==> src/rtl/my8_bus_arbiter.sv <==
// my8_bus_arbiter: two-requester arbiter and sequencer for the my8_mem multiplexed address/data bus.
// Define MY8_ARB_FIXED_PRIO_EN to make the core always win ties (default build is round-robin).
module my8_bus_arbiter #(
    parameter int ADDR_W = 8,
    parameter int DATA_W = 8
) (
    input  logic              m_clock,
    input  logic              p_reset,
    input  logic              req0,
    input  logic              rW0,
    input  logic [ADDR_W-1:0] addr0,
    input  logic [DATA_W-1:0] wdata0,
    output logic              ack0,
    input  logic              req1,
    input  logic              rW1,
    input  logic [ADDR_W-1:0] addr1,
    input  logic [DATA_W-1:0] wdata1,
    output logic              ack1,
    output logic [DATA_W-1:0] rdata,
    output logic              busy,
    output logic              mem_do,
    output logic              mem_rW,
    output logic [ADDR_W-1:0] mem_ad_out,
    output logic              mem_ad_oe,
    input  logic [DATA_W-1:0] mem_ad_in
);

    typedef enum logic [1:0] {
        IDLE,
        ADDR,
        DATA,
        ACK
    } state_t;

    state_t            state;
    state_t            state_nx;
    logic              sel;
    logic              sel_nx;
    logic              rw_q;
    logic              rw_nx;
    logic [ADDR_W-1:0] addr_q;
    logic [ADDR_W-1:0] addr_nx;
    logic [DATA_W-1:0] wdata_q;
    logic [DATA_W-1:0] wdata_nx;
    logic              last_grant;
    logic              last_grant_nx;
    logic              pick;

    logic              ack0_nx;
    logic              ack1_nx;
    logic              busy_nx;
    logic              mem_do_nx;
    logic              mem_rW_nx;
    logic              mem_ad_oe_nx;
    logic [ADDR_W-1:0] mem_ad_out_nx;
    logic [DATA_W-1:0] rdata_nx;

    // Winner if a grant happens this cycle; ties go to whoever was not served last.
    always_comb begin
        pick = req1 & ~req0;
        if (req0 && req1) begin
`ifdef MY8_ARB_FIXED_PRIO_EN
            pick = 1'b0;
`else
            pick = ~last_grant;
`endif
        end
    end

    always_comb begin
        state_nx      = state;
        sel_nx        = sel;
        rw_nx         = rw_q;
        addr_nx       = addr_q;
        wdata_nx      = wdata_q;
        last_grant_nx = last_grant;
        rdata_nx      = rdata;

        case (state)
            IDLE: begin
                if (req0 || req1) begin
                    state_nx      = ADDR;
                    sel_nx        = pick;
                    rw_nx         = pick ? rW1 : rW0;
                    addr_nx       = pick ? addr1 : addr0;
                    wdata_nx      = pick ? wdata1 : wdata0;
                    last_grant_nx = pick;
                end
            end
            ADDR: state_nx = DATA;
            DATA: begin
                state_nx = ACK;
                if (rw_q) begin
                    rdata_nx = mem_ad_in;
                end
            end
            ACK:     state_nx = IDLE;
            default: state_nx = IDLE;
        endcase

        // Outputs are decoded from the next state so they come straight out of flops.
        ack0_nx       = (state_nx == ACK) && !sel_nx;
        ack1_nx       = (state_nx == ACK) && sel_nx;
        busy_nx       = (state_nx != IDLE);
        mem_do_nx     = (state_nx == ADDR) || (state_nx == DATA);
        mem_rW_nx     = mem_do_nx ? rw_nx : 1'b1;
        mem_ad_oe_nx  = (state_nx == ADDR) || ((state_nx == DATA) && !rw_nx);
        mem_ad_out_nx = '0;
        if (state_nx == ADDR) begin
            mem_ad_out_nx = addr_nx;
        end else if ((state_nx == DATA) && !rw_nx) begin
            mem_ad_out_nx = wdata_nx;
        end
    end

    always_ff @(posedge m_clock) begin
        if (p_reset) begin
            state      <= IDLE;
            sel        <= 1'b0;
            rw_q       <= 1'b1;
            addr_q     <= '0;
            wdata_q    <= '0;
            last_grant <= 1'b1;
            ack0       <= 1'b0;
            ack1       <= 1'b0;
            busy       <= 1'b0;
            mem_do     <= 1'b0;
            mem_rW     <= 1'b1;
            mem_ad_oe  <= 1'b0;
            mem_ad_out <= '0;
            rdata      <= '0;
        end else begin
            state      <= state_nx;
            sel        <= sel_nx;
            rw_q       <= rw_nx;
            addr_q     <= addr_nx;
            wdata_q    <= wdata_nx;
            last_grant <= last_grant_nx;
            ack0       <= ack0_nx;
            ack1       <= ack1_nx;
            busy       <= busy_nx;
            mem_do     <= mem_do_nx;
            mem_rW     <= mem_rW_nx;
            mem_ad_oe  <= mem_ad_oe_nx;
            mem_ad_out <= mem_ad_out_nx;
            rdata      <= rdata_nx;
        end
    end

endmodule
==> config.mk <==
export PLATFORM = sky130hd
export DESIGN_NAME = my8_bus_arbiter
export DESIGN_NICKNAME = d
export VERILOG_FILES = /design/src/rtl/my8_bus_arbiter.sv
export SDC_FILE = /design/constraint.sdc
export NUM_CORES = 1
export LEC_CHECK = 0
export CAP_MARGIN = 20
export CORE_MARGIN = 10
export CORE_UTILIZATION = 48
export CTS_CLUSTER_DIAMETER = 60
export DETAILED_ROUTE_END_ITERATION = 10
export MAX_ROUTING_LAYER = met4
export PLACE_DENSITY = 0.92
export RECOVER_POWER = 100
export SLEW_MARGIN = 10
export SYNTH_ARGS = -nofsm -noshare
export SYNTH_HDL_FRONTEND = slang
export SYNTH_SLANG_ARGS = --single-unit
==> constraint.sdc <==
create_clock -name m_clock -period 2.4 [get_ports m_clock]
set_input_delay 0.72 -clock m_clock [delete_from_list [all_inputs] [get_ports m_clock]]
set_output_delay 0.72 -clock m_clock [all_outputs]
set_load 0.01 [all_outputs]
==> flow_summary.ini <==
[setup_path]
worstPathRequired_ps = 2560
cpPeakStageDelay_ps = 680
critPathKind = in -> reg
reg2reg_depth = 6
critical_path_buf_inv_count = 1
critPathCaptureType = register
crit_cells = 5
cp_slowest_cell = clkdlybuf4s50_1
cp_cell_sequence = clkdlybuf4s50_1 -> and2_1 -> o221ai_1 -> o211ai_1 -> a21oi_1
arrival_ps = 2490
cp_top_family = buffers and inverters
worstSetupStartpointType = input port
crit_fanout = 16

[power_and_ir_drop]
power_density_nw_per_um2 = 1120
p_comb_share_pct = 50.4
p_int_mw = 1.88
p_sw_share_pct = 39.0
p_clk_share_pct = 14.8
total_power_mw = 3.08
switchingPower_mw = 1.20
total_leakage_power_nw = 1.14
peakVddDrop_mv = 0.490
seqPwrFrac_pct = 34.8

[logic_synthesis]
synth-edff-count = 0
synthSimpleGateAreaFrac_pct = 16.0
synth_cell_types = 32
yosysMostFrequentCell = dfxtp_1
ys_seq_area_share_pct = 44.2
synth.net_count = 278
synth_xor_area_share_pct = 0
synthCells = 227
synth_area_um2 = 1950
yosys.area_share.adder_pct = 3.21
avgSynthCellArea_um2 = 8.59
synthArstFlopShare_pct = 0
synth-seq-cells = 43
synth_top_family_by_area = compound AO/OA/AOI/OAI gates
muxShareOfSynthArea_pct = 0
yosysTopAreaCellShare_pct = 44.2
synth_common_cells = dfxtp_1 (43), nand2_1 (25), inv_1 (21)
synth_area_leaders = dfxtp_1 (44%), o221ai_1 (7.2%), o211ai_1 (6.2%)
synth_compound_area_share_pct = 27.7
yosys.area.top_type = dfxtp_1
synth_warnings = 0
synth_ff_type = dfxtp_1

[routing]
vias = 1845
drtIter0Drc = 148
drcViolationCount = 0
detail_route.wl_per_cell_um = 16.1
vias_per_cell = 5.38
wl_um = 5510
ant_nets = 0
drt_first_pass_iters = 4

[cts]
cts_made_buffers = 5
postCtsSetupBuffers = 0
cts_tree = yes
cts_sinks = 43
cts_resized = 0
cts_hold_buf = 0
worstSkewPairLatency_ps = 290
clkSlewWorstSetupHoldPaths_ps = 80
clock_path_buffers = 2
cts-root-buf = clkbuf_8
h-tree-depth = 2

[placed_design]
routabilityCongestion = 0.891
place_ws_ps = -140
dp_hpwl_um = 4100
port_buffers = 67

[finish]
drive_gt1_share_pct = 6.48
syn_to_final_growth_pct = 41.1
nets = 344
fin_util_pct = 69.3
multiInputGateArea_um2 = 912
antenna_cells = 0
regArea_um2 = 861
fillers = 315

[die]
die-height_um = 83.7
core_area_um2 = 3970
rows = 23
ios = 68
die-area_um2 = 7010
start_util_pct = 49.1
fp.dieW_um = 83.7

[global_routing]
grt_max_degree = 31
antenna_found_initial = 0
grt_pass1_vias = 1915
track_usage_pct = 16.0
grt_pass1_wl_um = 9190
grt-ovfl-total = 0

[timing]
period_needed_ps = 2340
worst_pin_slew_ps = 580
rsz0062_at_grt = false
report.final.slew_viol_count = 0
skew_ps = 4.80
fmax_mhz = 428
fin_crit_sh_pct = 97.3
finalWorstSetupSlack_ps = 63.7
slew_headroom_pct = 61.3
hold_viol = 0
finalSetupViolations = 0

[run_status]
status = completed

[min_path]
hp-class = reg -> reg
hold_depth = 2

[run]
maxCapViolCount = 0
worst paths after layout:
path                              start                  endpoint  slack, ps
setup / recovery                   req0  mem_ad_out[3]$_SDFF_PP0_         60
hold / removal    rdata[0]$_SDFFE_PP0P_     rdata[0]$_SDFFE_PP0P_        450
setup reg to reg    state[0]$_SDFF_PP0_  mem_ad_out[3]$_SDFF_PP0_        360
hold reg to reg   rdata[0]$_SDFFE_PP0P_     rdata[0]$_SDFFE_PP0P_        450
cells in the final DEF, fill, tap and decap left out:
cell type,count
clkbuf_2,1
o221ai_4,1
inv_1,21
dfxtp_1,43
o22ai_1,1
a32o_4,1
buf_4,4
clkdlybuf4s50_1,44
or2_2,1
o21bai_1,1
nor2b_1,3
or2_1,1
and2_1,2
o21ai_0,19
dlygate4sd3_1,23
o221ai_1,16
clkinv_2,1
clkbuf_8,6
nor4b_4,1
nand3_1,8
nor3b_1,1
or2b_1,1
ha_1,5
o211ai_1,16
nor3_1,1
nor2_1,20
and3_1,2
o21a_1,2
buf_12,2
clkbuf_1,1
a21boi_4,1
nand2_1,25
a21oi_1,18
sequential cells by signal (all words and copies together), names as in the netlist:
register and flops:
mem_ad_out 8, ack1 1, state 2, last_grant 1, rw_q 1, rdata 8, mem_rW 1, mem_do 1
busy 1, ack0 1, sel 1, addr_q 8, wdata_q 8, mem_ad_oe 1
cell type report:
type / count / share of cell area, %
clock inverter: 1 / 0.182
multi-input combinational: 147 / 33.2
timing repair buffer: 75 / 27.2
clock buffer: 6 / 3.00
sequential: 43 / 31.3
inverter: 21 / 2.86
tap: 50 / 2.27
routing by layer:
| layer | vias to the layer above | wire [µm] | global-route usage [%] |
|---|---|---|---|
| li1 | 926 | - | - |
| met1 | 845 | 2420 | 18.5 |
| met2 | 65 | 2710 | 26.1 |
| met3 | 9 | 280 | 4.00 |
| met4 | 0 | 102 | 5.63 |
| met5 | - | 0 | - |
worst register-to-register path, delay by kind of cell, from the launching register on:
| family | cells | cell delay, ps |
|---|---|---|
| flops | 1 | 410 |
| simple gates | 1 | 380 |
| compound gates | 3 | 680 |
| fa+ha+maj | 1 | 360 |
| buf+inv | 1 | 130 |
stage by stage:
step | TNS [ps] | hold slack [ps] | area [µm²] | instances
2_1_floorplan | 0 | 476 | 1950 | 227
3_5_place_dp | -1810 | 447 | 2670 | 336
4_1_cts | 0 | 457 | 2760 | 343
3_3_place_gp | -601 | 441 | 2670 | 336
5_1_grt | 0 | 488 | 2750 | 343
6_report | 0 | 451 | 2750 | 343
cell families after synthesis:
| kind of cell | Yosys count |
|---|---|
| compound gates | 76 |
| simple gates | 66 |
| flops | 43 |
| buf+inv | 37 |
| fa+ha+maj | 5 |
power groups by stage:
stage                     Clock [mW]  Combinational, mW  Sequential (mW)
final                          0.456               1.55             1.07
after global routing           0.492               1.70             1.09
after CTS                      0.463               1.59             1.07
after global placement             0               1.52             1.07
after detailed placement           0               1.58             1.08
after floorplan                    0              0.928             1.11
No activity file was read; power rests on OpenSTA's default activity.
